[config.mk]
export PLATFORM = sky130hd
export DESIGN_NAME = ram_arbiter
export DESIGN_NICKNAME = d
export VERILOG_FILES = /design/src/rtl/ram_arbiter_pkg.sv /design/src/rtl/ram_arbiter.sv
export SDC_FILE = /design/constraint.sdc
export NUM_CORES = 1
export LEC_CHECK = 0
export ABC_AREA = 1
export CAP_MARGIN = 0
export CORE_UTILIZATION = 44
export DETAILED_ROUTE_END_ITERATION = 10
export PLACE_DENSITY_LB_ADDON = 0.05
export RECOVER_POWER = 50
export REMOVE_ABC_BUFFERS = 1
export SLEW_MARGIN = 20
export SYNTH_ARGS = -nofsm -noshare
export SYNTH_HDL_FRONTEND = slang
export SYNTH_SLANG_ARGS = --single-unit
[constraint.sdc]
create_clock -name clock -period 1.3 [get_ports clock]
set_input_delay 0.26 -clock clock [delete_from_list [all_inputs] [get_ports clock]]
set_output_delay 0.26 -clock clock [all_outputs]
set_load 0.02 [all_outputs]
[src/rtl/ram_arbiter_pkg.sv]
// ram_arbiter shared types and constants.
// Imported by the arbiter top.
package ram_arbiter_pkg;

  localparam int WORD_W = 32;

  localparam logic RAM_WE_ON  = 1'b0;
  localparam logic RAM_WE_OFF = 1'b1;

  typedef enum logic [2:0] {
    IDLE  = 3'd0,
    RD_LO = 3'd1,
    RD_HI = 3'd2,
    WR_LO = 3'd3,
    WR_HI = 3'd4,
    DONE  = 3'd5
  } state_t;

  typedef enum logic {
    REQ_IF  = 1'b0,
    REQ_MEM = 1'b1
  } req_t;

  function automatic logic is_ram_state(
    input state_t s
  );
    return (s == RD_LO) || (s == RD_HI) ||
           (s == WR_LO) || (s == WR_HI);
  endfunction

endpackage

[src/rtl/ram_arbiter.sv]
// Fetch/Memory word arbiter onto a 16-bit SRAM.
// Each word is two halfword RAM cycles on the 2x clock.
module ram_arbiter
  import ram_arbiter_pkg::*;
#(
  parameter int ADDR_W = 18,
  parameter int RAM_W  = 16
) (
  input  logic              clock,
  input  logic              reset,
  input  logic              if_mc_en,
  input  logic [ADDR_W-1:0] if_mc_addr,
  output logic [WORD_W-1:0] mc_if_data,
  output logic              mc_if_valid,
  input  logic              mem_mc_en,
  input  logic              mem_mc_rw,
  input  logic [ADDR_W-1:0] mem_mc_addr,
  input  logic [WORD_W-1:0] mem_mc_wdata,
  output logic [WORD_W-1:0] mc_mem_rdata,
  output logic              mc_mem_valid,
  output logic [ADDR_W-1:0] mc_ram_addr,
  output logic              mc_ram_wre,
  output logic [RAM_W-1:0]  mc_ram_dout,
  output logic              mc_ram_doe,
  input  logic [RAM_W-1:0]  mc_ram_din
);

  state_t state;
  state_t state_nx;

  req_t              req_q;
  logic [ADDR_W-2:0] wa_q;
  logic [WORD_W-1:0] wd_q;
  logic [RAM_W-1:0]  lo_q;

  logic              accept;
  logic [ADDR_W-2:0] sel_wa;
  logic [WORD_W-1:0] sel_wd;

  logic [ADDR_W-1:0] addr_d;
  logic [RAM_W-1:0]  dout_d;
  logic              wre_d;
  logic              doe_d;
  logic              done_d;

  assign accept = (state == IDLE) &&
                  (mem_mc_en || if_mc_en);

  // In IDLE the first RAM cycle is built from
  // the live request; afterwards from latches.
  always_comb begin
    sel_wa = wa_q;
    sel_wd = wd_q;
    if (state == IDLE) begin
      sel_wd = mem_mc_wdata;
      if (mem_mc_en)
        sel_wa = mem_mc_addr[ADDR_W-1:1];
      else
        sel_wa = if_mc_addr[ADDR_W-1:1];
    end
  end

  always_ff @(posedge clock) begin
    if (reset)
      state <= IDLE;
    else
      state <= state_nx;
  end

  always_comb begin
    state_nx = state;
    unique case (state)
      IDLE: begin
        if (mem_mc_en)
          state_nx = mem_mc_rw ? WR_LO : RD_LO;
        else if (if_mc_en)
          state_nx = RD_LO;
      end
      RD_LO:   state_nx = RD_HI;
      RD_HI:   state_nx = DONE;
      WR_LO:   state_nx = WR_HI;
      WR_HI:   state_nx = DONE;
      DONE:    state_nx = IDLE;
      default: state_nx = IDLE;
    endcase
  end

  // Pin values for the upcoming state; registered
  // so no request input reaches the SRAM pins.
  always_comb begin
    addr_d = mc_ram_addr;
    dout_d = mc_ram_dout;
    wre_d  = RAM_WE_OFF;
    doe_d  = 1'b0;
    done_d = (state_nx == DONE);
    unique case (state_nx)
      RD_LO: addr_d = {sel_wa, 1'b0};
      RD_HI: addr_d = {sel_wa, 1'b1};
      WR_LO: begin
        addr_d = {sel_wa, 1'b0};
        dout_d = sel_wd[RAM_W-1:0];
        wre_d  = RAM_WE_ON;
        doe_d  = 1'b1;
      end
      WR_HI: begin
        addr_d = {sel_wa, 1'b1};
        dout_d = sel_wd[WORD_W-1:RAM_W];
        wre_d  = RAM_WE_ON;
        doe_d  = 1'b1;
      end
      default: ;
    endcase
  end

  always_ff @(posedge clock) begin
    if (reset) begin
      mc_ram_addr <= '0;
      mc_ram_dout <= '0;
      mc_ram_wre  <= RAM_WE_OFF;
      mc_ram_doe  <= 1'b0;
    end else begin
      mc_ram_addr <= addr_d;
      mc_ram_dout <= dout_d;
      mc_ram_wre  <= wre_d;
      mc_ram_doe  <= doe_d;
    end
  end

  always_ff @(posedge clock) begin
    if (reset) begin
      req_q <= REQ_IF;
      wa_q  <= '0;
      wd_q  <= '0;
    end else if (accept) begin
      req_q <= mem_mc_en ? REQ_MEM : REQ_IF;
      wa_q  <= sel_wa;
      wd_q  <= mem_mc_wdata;
    end
  end

  always_ff @(posedge clock) begin
    if (reset)
      lo_q <= '0;
    else if (state == RD_LO)
      lo_q <= mc_ram_din;
  end

  // Data and valid land together at DONE entry.
  always_ff @(posedge clock) begin
    if (reset) begin
      mc_if_data   <= '0;
      mc_mem_rdata <= '0;
      mc_if_valid  <= 1'b0;
      mc_mem_valid <= 1'b0;
    end else begin
      mc_if_valid  <= done_d && (req_q == REQ_IF);
      mc_mem_valid <= done_d && (req_q == REQ_MEM);
      if (state == RD_HI) begin
        if (req_q == REQ_IF)
          mc_if_data <= {mc_ram_din, lo_q};
        else
          mc_mem_rdata <= {mc_ram_din, lo_q};
      end
    end
  end

  logic unused_ok;
  assign unused_ok = is_ram_state(state) &
                     if_mc_addr[0] & mem_mc_addr[0];

endmodule

# == Word level (Yosys, flattened, before mapping) ==
# Index checks and enable logic that the tools add are counted.
# word_totals
ff_bits,171
latchBits,0
mem_bits_rw,0
romBits,0
input_bits,89
out_inout_bits,102
elab_cells,48
mem_count,0
# classes
n_addsub,0
n_mul,0
div_mod_pow,0
n_lt_le_gt_ge,0
eq_ne,9
shift,0
n_mux,12
bitwise_logic,1
reduce_logical,13
# op_table
op,count
case mux 18 bit (2 select lines),1
2-to-1 mux 17 bit,2
2-to-1 mux 32 bit,1
case mux 16 bit (2 select lines),1
"== test 3 x 2 -> 1 bit, second input constant",4
case mux 3 bit (4 select lines),1
"== test 3 bit, second input constant",3
OR reduction 2 bit,4
"== test 3 x 1 -> 1 bit, second input constant",2
2-to-1 mux 3 bit,2
AND reduction 2 bit,2
nonzero test 2 bit,2
logical AND 1 bit,3
zero test 3 bit,1
2-to-1 mux 1 bit,3
2-to-1 mux 2 bit,1
logical OR 1 bit,1
NOT 1 bit,1

# == Longest topological paths before layout ==
# depth
word_depth,6
ltp_mapped,10
ltp_nobuf,8

# == Worst setup path after synthesis ==
# OpenSTA, ideal clock, no wires.
# synth_timing
path_type,reg-to-reg
startpoint,reg state[1]
endpoint,reg wa_q[9]
arrival_time_ns,1.196
required_ns,1.185
path_slack_ns,-0.012
stages_incl_launch_ff,10
period_less_slack_ns,1.312
path_cell_list,dfxtp_1 > buf_6 > nor2_8 > buf_8 > nand2_8 > buf_4 > nand2_1 > nand2_1 > o21ai_0 > inv_1
# synth_between
elab_chain_cells,2
word_cells_on_any_way,3
classes_between,mux: 1; reduce/logical: 2
# synth_rtl
item,line_no,text
"start, declared",ram_arbiter.sv:28,state_t state;
"start signal, assigned",ram_arbiter.sv:67,state <= state_nx;
zero test 3 bit *,"ram_arbiter.sv:46, ram_arbiter.sv:54",
2-to-1 mux 17 bit / logical AND 1 bit (equally long branches),"ram_arbiter.sv:54, ram_arbiter.sv:46",
"end signal, assigned",ram_arbiter.sv:136,wa_q <= sel_wa;
"end, declared",ram_arbiter.sv:32,logic [ADDR_W-2:0] wa_q;
# Mark *: on every way between the ends. The rest lies on a longest branch, timed or not.
# A chain may end at the register's enable or synchronous reset.

# == Worst setup path in the final report ==
# layout_timing
startpoint,reg state[1]
endpoint,reg wa_q[7]
# The elaborated chain is that of the path after synthesis.

==> results.md <==
- Hold_sp: reset
- Hold Path Sink: wd_q[29]$_SDFFE_PP0P_
- Total negative slack: -4.93 ns
- # clock sinks: 171
- Final WL: 20000 um
- Peak supply drop: 1330 uV
- Largest net degree at the start of global routing: 65
- DRC viols: 0
- Syn Inst Count: 1026
- Dpl hpwl: 11700 um
- PwrDens: 2030 nW/um2
- Worst-path maximum fanout: 8
- Period minus WS final: 1.41 ns
- Die footprint: 17000 um2
- Worst Path Arrival: 1.80 ns
- Leakage: 0.00498 uW
- Critical Path End Type: flop
- Worst r2r path cells: 8
- Die Y: 130 um
- Worst flop-to-flop path endpoint: wa_q[7]$_SDFFE_PP0P_
- Worst reg2reg setup slack: -0.11 ns
- Clk buf depth: 2
- All-Layer GR Usage: 21.6%
- RSZ-0062 raised after global routing: yes
- P_int: 13500 uW
- Syn avg cell area: 7.05 um2
- Initial Util: 45.4%
- Core Rows: 46
- Relative slew margins: 77.6%
- Multi-input gate area: 3350 um2
- Num CTS Buffers: 17
- Logic pwr share: 43.5%
- Core box area: 15900 um2
- Vias in the first global route: 5942
- Top-count cell post-synth: nand2_1
- Sequential share of power: 32.2%
- Drt first-iter violations: 437
- Post-synthesis cell type count: 25
- Total power: 21700 uW
- Status: finished, violations left
- Final worst slack: -0.114 ns
- Max H-tree Level: 4
- CTS root buf: clkbuf_16
- Final clock skew: 0.0133 ns
- Cts hold-fix bufs: 0
- Num ports: 191
- First-pass GRT wire length: 28600 um
- Vias: 7076
- Violated checks: negative setup slack
- Final ANT Viol Nets: 0
- Wirelength per Cell: 13.6 um
- CTS tree: yes
- Number of synthesized flops with an enable pin: 0
- Max frequency: 707 MHz
- Yosys top cell area share: 47.3%
- Leading area contributor after synthesis: dfxtp_1
- Clk network pwr share: 24.2%
- Post-synth top flop: dfxtp_1
- Skew-Pair Late Insertion Delay: 0.43 ns
- Area Overhead vs Synth: 47.9%
- First-pass detailed-route iteration total: 5
- Post-synth top cells: nand2_1, dfxtp_1, inv_1
- Setup violators final: 90
- Initial antenna violation count: 0
- Worst slew pin tran: 0.336 ns
- GRT Residual Overflow: 0
- Area occupied by registers: 3430 um2
- Reg clk slew, reported paths: 0.07 ns
- Synth Register Bits: 171
- Switch Pwr: 8130 uW
- Via/cell ratio: 4.81
- Ant diodes: 0
- Fill cell count: 1446
- Final hold vios: 0
- GPL Wtd Cong: 0.763
- Worst r2r src: state[1]$_SDFF_PP0_
- Sequential fraction of the synthesis area: 47.3%
- Slew Limit Fails: 0
- Required time of the critical path: 1.68 ns
- Final net count: 1331
- FFs w/ async S/R, synth: 0%
- Setup Crit Path Kind: flop to flop
- I/O Buffers: 188
- Total of max-cap violations: 0
- Warnings, synthesis: 0
- Fin util: 67.1%
- Sw frac: 37.5%
- Period utilisation layout: 109%
- Critical path launch point type: flop
- Die width: 130 um
- Main area contributors after synthesis: dfxtp_1, nand2_1, a21oi_1
- Worst Hold Class: input port to flop
- Hold depth: 3
- Share of cells above drive strength 1: 26.9%
- Cell Area, Synth: 7240 um2
registers in the layout (all words and copies together), names as in the netlist, 3 cells and up:
signal and flops:
mc_if_data 32, mc_mem_rdata 32, wd_q 32, mc_ram_addr 18, wa_q 17, lo_q 16
mc_ram_dout 16, state 3
metrics by stage:
step	setup WS, ns	hold slack, ns	std cells	instance area [um2]
6_report	-0.114	0.295	1471	10700
3_5_place_dp	-0.500	0.432	1411	9540
5_1_grt	-0.163	0.294	1471	10700
3_3_place_gp	-0.457	0.429	1411	9540
2_1_floorplan	-0.905	0.329	964	6870
4_1_cts	-0.0414	0.281	1446	10100
cell usage in the layout (no fill, tap or decap), types with 5 or more instances in the layout:
| master | n |
|---|---|
| buf_6 | 13 |
| o21ai_0 | 59 |
| o21ai_1 | 25 |
| buf_12 | 19 |
| buf_2 | 98 |
| nand3_1 | 34 |
| nand2_2 | 26 |
| nand2_1 | 243 |
| dfxtp_1 | 168 |
| buf_4 | 25 |
| clkbuf_16 | 26 |
| clkdlybuf4s50_1 | 84 |
| o21ai_2 | 16 |
| nor2_4 | 12 |
| clkdlybuf4s15_2 | 5 |
| a21oi_1 | 93 |
| a21oi_2 | 22 |
| inv_2 | 5 |
| nand3_2 | 18 |
| nor2_2 | 7 |
| inv_1 | 153 |
| nor2_1 | 53 |
| nand2_4 | 12 |
layer usage:
| layer | vias to the layer above | share of wire (%) | track usage, % |
|---|---|---|---|
| li1 | 3615 | - | - |
| met2 | 204 | 48 | 36.1 |
| met3 | 29 | 5.6 | 5.00 |
| met1 | 3228 | 44 | 27.6 |
| met5 | - | 0 | 0 |
| met4 | 0 | 1.6 | 6.63 |
layout make-up:
cell class / count / share of cell area (%)
multi-input cells: 632 / 31.3
repair inverters: 2 / 0.257
flip-flops and latches: 171 / 32.1
inverters: 162 / 5.96
repair buffers: 256 / 22.1
clock inverters: 12 / 1.52
well taps: 216 / 2.53
clock buffers: 20 / 4.17
worst max-delay path, stage by stage (launching register included):
cell       delay (ns)
dfxtp_4          0.37
nor2_8           0.19
nand3_4          0.11
buf_12           0.15
buf_6            0.12
clkbuf_16        0.16
a21oi_4          0.12
o21ai_2          0.07
inv_1            0.05
worst max path at each step:
stage | start | to | slack (ns) | depth (start not counted)
floorplan | state[1]$_SDFF_PP0_ | mc_ram_addr[10]$_SDFFE_PP0P_ | -0.90 | 6
global placement | mem_mc_en | mc_ram_dout[10]$_SDFFE_PP0P_ | -0.46 | 10
detailed placement | mem_mc_en | wd_q[25]$_SDFFE_PP0P_ | -0.50 | 8
CTS | state[2]$_SDFF_PP0_ | wd_q[25]$_SDFFE_PP0P_ | -0.04 | 6
global route | state[1]$_SDFF_PP0_ | mc_ram_addr[8]$_SDFFE_PP0P_ | -0.16 | 8
finish | state[1]$_SDFF_PP0_ | wa_q[7]$_SDFFE_PP0P_ | -0.11 | 8
kinds of logic (layout without fill, tap and decap cells):
family,after synthesis,after routing,share of synthesized area (%)
AND/OR/NAND/NOR,413,414,24.1
buffers and inverters,224,452,13.5
AO/OA/AOI/OAI,218,218,15.1
flip-flops,171,171,47.3
power groups by stage:
stage               clock network, uW  logic, uW  registers, uW
global route                     5530      10200           7120
finish                           5250       9430           6980
CTS                              5330       7230           6940
floorplan                           0       3290           7710
global placement                    0       7270           7030
detailed placement                  0       7330           7050
timing repair:
| action | 4_1_cts | 5_1_grt |
|---|---|---|
| buffers inserted | 1 | 15 |
| endpoints found under the setup margin | 257 | 216 |
| gates resized for setup | 387 | 221 |
| gates cloned | 2 | 13 |
| pin swaps | 1 | 42 |
(Power assumes the default switching activity.)
